File: src/rtl/noc_port_requester.sv
// Per-port requester: pulls whole packets from the input FIFO, requests the arbiter, and streams granted flits to the crossbar.
// Optional REQ_STALL_CNT_EN adds the stall_cycles counter (cycles spent requesting without a grant).
module noc_port_requester #(
   parameter int DATA_WIDTH = 32
) (
   input  logic                  clk,
   input  logic                  rst,
   input  logic [DATA_WIDTH-1:0] in_data,
   input  logic                  in_valid,
   output logic                  in_ready,
   input  logic                  grant,
   output logic                  req,
   output logic [2:0]            flit_id,
   output logic [11:0]           length,
   output logic [DATA_WIDTH-1:0] out_data,
   output logic                  out_valid
`ifdef REQ_STALL_CNT_EN
   ,
   output logic [15:0]           stall_cycles
`endif
);

   typedef enum logic [1:0] {S_IDLE, S_WAIT_GNT, S_XFER, S_HOLD} state_t;

   state_t      r_state;
   state_t      w_state_next;
   logic [11:0] r_len_q;
   logic [11:0] r_flit_cnt;
   logic [11:0] w_raw_len;
   logic [11:0] w_eff_len;
   logic [11:0] w_cur_len;
   logic [2:0]  w_flit_id;
   logic        w_xfer;
   logic        w_is_tail;

   assign w_raw_len = in_data[11:0];
   assign w_eff_len = (w_raw_len < 12'd2) ? 12'd2 : w_raw_len;
   // While waiting for the grant the header is still at the FIFO head, so its length is read live.
   assign w_cur_len = (r_state == S_WAIT_GNT) ? w_eff_len : r_len_q;
   assign w_xfer    = grant && in_valid && ((r_state == S_WAIT_GNT) || (r_state == S_XFER));
   assign w_is_tail = (r_flit_cnt == (w_cur_len - 12'd1));
   assign out_data  = in_data;

   always_comb begin
      w_flit_id = 3'b010;
      if (r_flit_cnt == 12'd0) begin
         w_flit_id = 3'b001;
      end else if (w_is_tail) begin
         w_flit_id = 3'b100;
      end
   end

   always_ff @(posedge clk) begin
      if (rst) begin
         r_state <= S_IDLE;
      end else begin
         r_state <= w_state_next;
      end
   end

   always_ff @(posedge clk) begin
      if (rst) begin
         r_len_q    <= 12'd0;
         r_flit_cnt <= 12'd0;
      end else begin
         if (((r_state == S_WAIT_GNT) && grant) || (w_xfer && (r_flit_cnt == 12'd0))) begin
            r_len_q <= w_eff_len;
         end
         if (w_xfer) begin
            r_flit_cnt <= w_is_tail ? 12'd0 : (r_flit_cnt + 12'd1);
         end
      end
   end

   always_comb begin
      w_state_next = r_state;
      case (r_state)
         S_IDLE: begin
            if (in_valid) w_state_next = S_WAIT_GNT;
         end
         S_WAIT_GNT: begin
            if (grant) w_state_next = S_XFER;
         end
         S_XFER: begin
            // A tail leaving in the same cycle the grant drops still completes the packet.
            if (w_xfer && w_is_tail) begin
               w_state_next = S_IDLE;
            end else if (!grant) begin
               w_state_next = S_HOLD;
            end
         end
         S_HOLD: begin
            if (grant) w_state_next = S_XFER;
         end
         default: w_state_next = S_IDLE;
      endcase
   end

   always_comb begin
      req       = 1'b0;
      flit_id   = 3'b000;
      length    = 12'd0;
      in_ready  = w_xfer;
      out_valid = w_xfer;
      case (r_state)
         S_WAIT_GNT, S_XFER, S_HOLD: begin
            req     = 1'b1;
            flit_id = w_flit_id;
            length  = w_cur_len;
         end
         default: begin
            req = 1'b0;
         end
      endcase
   end

`ifdef REQ_STALL_CNT_EN
   logic [15:0] r_stall_cnt;

   always_ff @(posedge clk) begin
      if (rst) begin
         r_stall_cnt <= 16'd0;
      end else if (req && !grant && (r_stall_cnt != 16'hFFFF)) begin
         r_stall_cnt <= r_stall_cnt + 16'd1;
      end
   end

   assign stall_cycles = r_stall_cnt;
`endif

endmodule

File: config.mk
export PLATFORM = sky130hd
export DESIGN_NAME = noc_port_requester
export DESIGN_NICKNAME = d
export VERILOG_FILES = /design/src/rtl/noc_port_requester.sv
export SDC_FILE = /design/constraint.sdc
export NUM_CORES = 1
export LEC_CHECK = 0
export ABC_CLOCK_PERIOD_IN_PS = 4700
export CORE_MARGIN = 5
export CORE_UTILIZATION = 40
export DETAILED_ROUTE_END_ITERATION = 16
export PLACE_DENSITY = 0.7
export SKIP_CTS_REPAIR_TIMING = 1
export SLEW_MARGIN = 20
export SYNTH_ARGS = -nofsm -noshare
export SYNTH_HDL_FRONTEND = slang
export SYNTH_SLANG_ARGS = --single-unit
File: constraint.sdc
create_clock -name clk -period 4.7 [get_ports clk]
set_input_delay 0.47 -clock clk [delete_from_list [all_inputs] [get_ports clk]]
set_output_delay 0.47 -clock clk [all_outputs]
set_load 0.01 [all_outputs]
Yosys cells after proc, flatten, opt, wreduce, memory -nomap -nowiden
Index checks and enable logic that the tools add are counted.

operators by class
  add/sub/neg operators = 2
  multipliers = 0
  divide/modulo/power cells = 0
  magnitude comparators = 1
  eq/ne operators = 7
  shift-type cells = 0
  mux-type cells = 13
  bitwise gates (word level) = 0
  reductions and logical operators = 12

operators with widths
  operator               count
  $mux 12                4
  $add 12x1->12 const B  1
  $eq 12x12->1           1
  $logic_not 12->1       1
  $lt 12x2->1 const B    1
  $sub 12x1->12 const B  1
  $mux 3                 3
  $mux 2                 4
  $pmux 2 s3             1
  $logic_and 1x1->1      5
  $eq 2x2->1 const B     2
  $ne 3x2->1 const B     1
  $reduce_and 3->1       1
  $reduce_or 3->1        1
  $eq 2x1->1 const B     1
  $logic_not 2->1        1
  $logic_or 1x1->1       2
  $ne 2x1->1 const B     1
  $ne 2x2->1 const B     1
  $reduce_or 2->1        1
  $mux 1                 1

word-level totals
  register bits after elaboration = 26
  latch bits = 0
  RAM bits = 0
  bits in read-only memories = 0
  input bits = 36
  output and inout port bits = 50
  logic and storage cells = 38
  memories kept = 0

Logic depth before layout (Yosys ltp)
  depth in word-level cells = 8
  depth in mapped cells = 17
  mapped depth without buffers = 14

Least setup slack after synthesis
No wires, ideal clock.

  path type = register to output
  from = reg r_state[1]
  to = out flit_id[2]
  arrival time = 2.777 ns
  data required time = 4.230 ns
  slack = 1.453 ns
  stages on the path, launching flop included = 16
  path buffers = 2
  path through = dfxtp_1 -> inv_1 -> ha_1 -> buf_6 -> buf_2 -> nand2_1 -> a31oi_1 -> nor2_1 -> ha_1 -> xor2_1 -> xnor2_1 -> a211oi_1 -> nand3_1 -> a211oi_2 -> nand3b_1 -> a2111oi_2

between the ends
  cells in the longest elaborated chain, start to end = 7
  elaborated cells on any way between the ends = 10
  those cells by class = add/sub: 1; eq/ne: 4; mux: 4; reduce/logical: 1

ends and longest elaborated chain
  what                      line     source
  start: declaration        25       state_t r_state;
  start signal: assignment  57       r_state <= w_state_next;
  $eq 2x1->1                39, 105
  $mux 12                   39       assign w_cur_len = (r_state == S_WAIT_GNT) ? w_eff_len : r_len_q;
  $sub 12x1->12             41       assign w_is_tail = (r_flit_cnt == (w_cur_len - 12'd1));
  $eq 12x12->1              41
  $mux 3                    48       end else if (w_is_tail) begin
  $mux 3                    46       if (r_flit_cnt == 12'd0) begin
  $mux 3 *                  105      case (r_state)
  end: declaration          13       output logic [2:0] flit_id,

Mark *: on every way between the ends. The rest lies on a longest branch, timed or not.

Worst setup path in the final report
  from = in in_data[8]
  to = out flit_id[2]

between the ends
  cells in the longest elaborated chain, start to end = 8

ends and longest elaborated chain
  what                line  source
  start: declaration  8     input logic [DATA_WIDTH-1:0] in_data,
  $lt 12x2->1         37    assign w_eff_len = (w_raw_len < 12'd2) ? 12'd2 : w_raw_len;
  $mux 12 *           37
  $mux 12 *           39
  $sub 12x1->12 *     41
  $eq 12x12->1 *      41
  $mux 3 *            48
  $mux 3 *            46
  $mux 3 *            105

Marks and branches as above.

==> results.yml <==
worst_hold_path:
  hold_class: "flop to flop"
  min_from: "r_len_q[11]"
sta:
  worstMarginPinSlew_ns: 0.789
  hold_viol: 0
  clock_skew_ns: 0.00622
  slew_violations: 0
  tns_ns: 0
  clock.fmax_mhz: 227
  report.final.setup_viol: 0
  maxSlewHeadroom_pct: 47.4
  final.period_utilization_pct: 93.8
  rsz0062_at_grt: "false"
  min_period_ns: 4.41
drt:
  vias: 1884
  drt_iter0_drc: 84
  post_drt_wl_per_cell_um: 15.2
  ant_nets: 0
  drtPass1Iterations: 4
  routed_wl_um: 5400
  remaining_drc_errors: 0
  viasPerCell: 5.31
yosys:
  synth_ff_type: "dfxtp_1"
  yosysWarnings: 0
  ys_seq_area_share_pct: 23.0
  netlist_area_sq_um: 2260
  synth-edff-count: 0
  synth_top_cell_by_area: "dfxtp_1"
  synth_cells: 272
  syn_area_per_cell_sq_um: 8.32
  synth.most_common_cell: "nor2_1"
  async_flop_share_pct: 0
  ys_ff_latch: 26
  synth_top_area_share_pct: 23.0
  ys_top_cells_by_count: "37 x nor2_1, 34 x buf_4, 26 x dfxtp_1"
  synth.area.top_cells: "dfxtp_1 23%, buf_4 11%, mux2i_1 9.7%"
  syn-num-nets: 315
  synth_cell_types: 47
floorplanning:
  core_area_sq_um: 5510
  ios: 86
  start_util_pct: 41.1
  die-area_sq_um: 7260
  row_count: 27
  die_w_um: 85.2
  die_y_um: 85.2
cells_and_area:
  layout-drive-gt1-share_pct: 12.0
  n_antenna_cell: 0
  final_nets: 327
  area_delta_synth_final_pct: 14.9
  final_util_pct: 47.2
worst_setup_path:
  reg2reg_from: "r_state[1]"
  critPathMaxFanout: 6
  cp.required_ns: 4.23
  arrival_ns: 3.94
  start_kind: "primary input"
  timing_worst_setup_path_type: "primary input to primary output"
  end_kind: "primary output"
  crit_start: "in_data[8]"
cts:
  clkLatencyLatePin_ns: 0.27
  clk_pin_slew_ns: 0.10
  clockBufferDepth: 2
  cts_tree: "built"
  cts_inserted_buffers: 3
  htreeDepth: 1
  cts_root_buffer: "clkbuf_8"
  numClockSinks: 26
grt:
  antenna_found_initial: 0
  gr-total-overflow: 0
  grt_util_all_layers_pct: 14.9
  grt_pass1_wl_um: 8960
  grt_max_degree: 19
  grt_pass1_vias: 1824
pwr:
  leakage_uw: 0.000906
  total_power_uw: 741
  peakVddDrop_mv: 0.125
  power-per-cell-area_nw_per_um2: 285
placement:
  port-buffer-count: 45
  hpwl_um: 4070
  gp_congestion: 0.834
run_status:
  outcome: "finished, final reports clean"
run:
  max_cap_violations: 0
## critical path: stages
cell and delay [ns]:
clkdlybuf4s50_1 0.53, nor4_4 0.38, nand3_2 0.16, nand2b_1 0.14
mux2i_1 0.11, ha_1 0.23, xor2_1 0.16, xnor2_1 0.13
a211oi_1 0.20, nand3_1 0.13, a211oi_2 0.25, nand3b_1 0.13
a2111oi_2 0.32, clkdlybuf4s50_1 0.60
## area by class of cell
| type | instances | area (sq um) |
|---|---|---|
| clock buffer | 3 | 41.3 |
| tap | 72 | 90.1 |
| inverter | 5 | 18.8 |
| sequential | 26 | 520 |
| fill | 535 | 2910 |
| timing repair buffer | 51 | 495 |
| multi-input combinational | 197 | 1400 |
| clock inverter | 1 | 30.0 |
## flip-flops by register name, indices dropped and copies added, names as in the netlist
signal / flops
r_flit_cnt: 12
r_len_q: 12
r_state: 2
## logic make-up (layout without fill, tap and decap cells)
logic type               Yosys count  count (layout)  synth area share [%]
AND/OR/NAND/NOR                  108             108                  25.8
XOR/XNOR                          26              26                  10.1
buffers and inverters             49              60                  14.9
multiplexers                      25              25                  11.4
AO/OA/AOI/OAI                     31              31                  10.8
flip-flops                        26              26                  23.0
adder cells (fa/ha/maj)            7               7                  3.87
## placed cells by master, fill, tap and decap left out, types with 5 or more instances in the layout
| master | count |
|---|---|
| clkdlybuf4s50_1 | 45 |
| nor2_1 | 37 |
| dfxtp_1 | 26 |
| mux2i_1 | 22 |
| nor3_1 | 16 |
| xnor2_1 | 15 |
| xor2_1 | 11 |
| nand2_1 | 10 |
| nor2_2 | 10 |
| a21oi_1 | 9 |
| nand3_1 | 7 |
| ha_1 | 7 |
| buf_4 | 6 |
| inv_1 | 5 |
## power breakdown
| group | switching, uW | leakage, uW | internal, uW |
|---|---|---|---|
| clock network | 74.1 | 0.0000357 | 114 |
| logic | 170 | 0.000659 | 141 |
| registers | 10.6 | 0.000211 | 231 |
| total | 255 | 0.000906 | 486 |
## stage by stage
| step | instance area, sq um | hold slack [ns] | setup WS, ns | instances |
|---|---|---|---|---|
| finish | 2600 | 0.520 | 0.293 | 355 |
| global placement | 2530 | 0.479 | 0.399 | 351 |
| detailed placement | 2530 | 0.491 | 0.351 | 351 |
| CTS | 2600 | 0.520 | 0.297 | 355 |
| global route | 2600 | 0.555 | 0.0205 | 355 |
| floorplan | 2260 | 0.460 | 1.45 | 272 |
## worst paths after layout
path / end / slack [ns] / cells past startpoint
setup reg to reg: r_state[1] / 1.45 / 14
hold / removal: r_len_q[11] / 0.52 / 2
setup / recovery: flit_id[2] / 0.29 / 14
hold reg to reg: r_len_q[11] / 0.52 / 2
## layer usage
layer  GRT usage, %  vias to the layer above  part of all wire [%]
met5              0                        -                     0
met4           2.88                        0                  0.52
met3           3.88                        4                   6.0
met2           24.6                       44                    47
met1           19.6                      891                    46
li1               -                      945                     -
(Power assumes the default switching activity.)
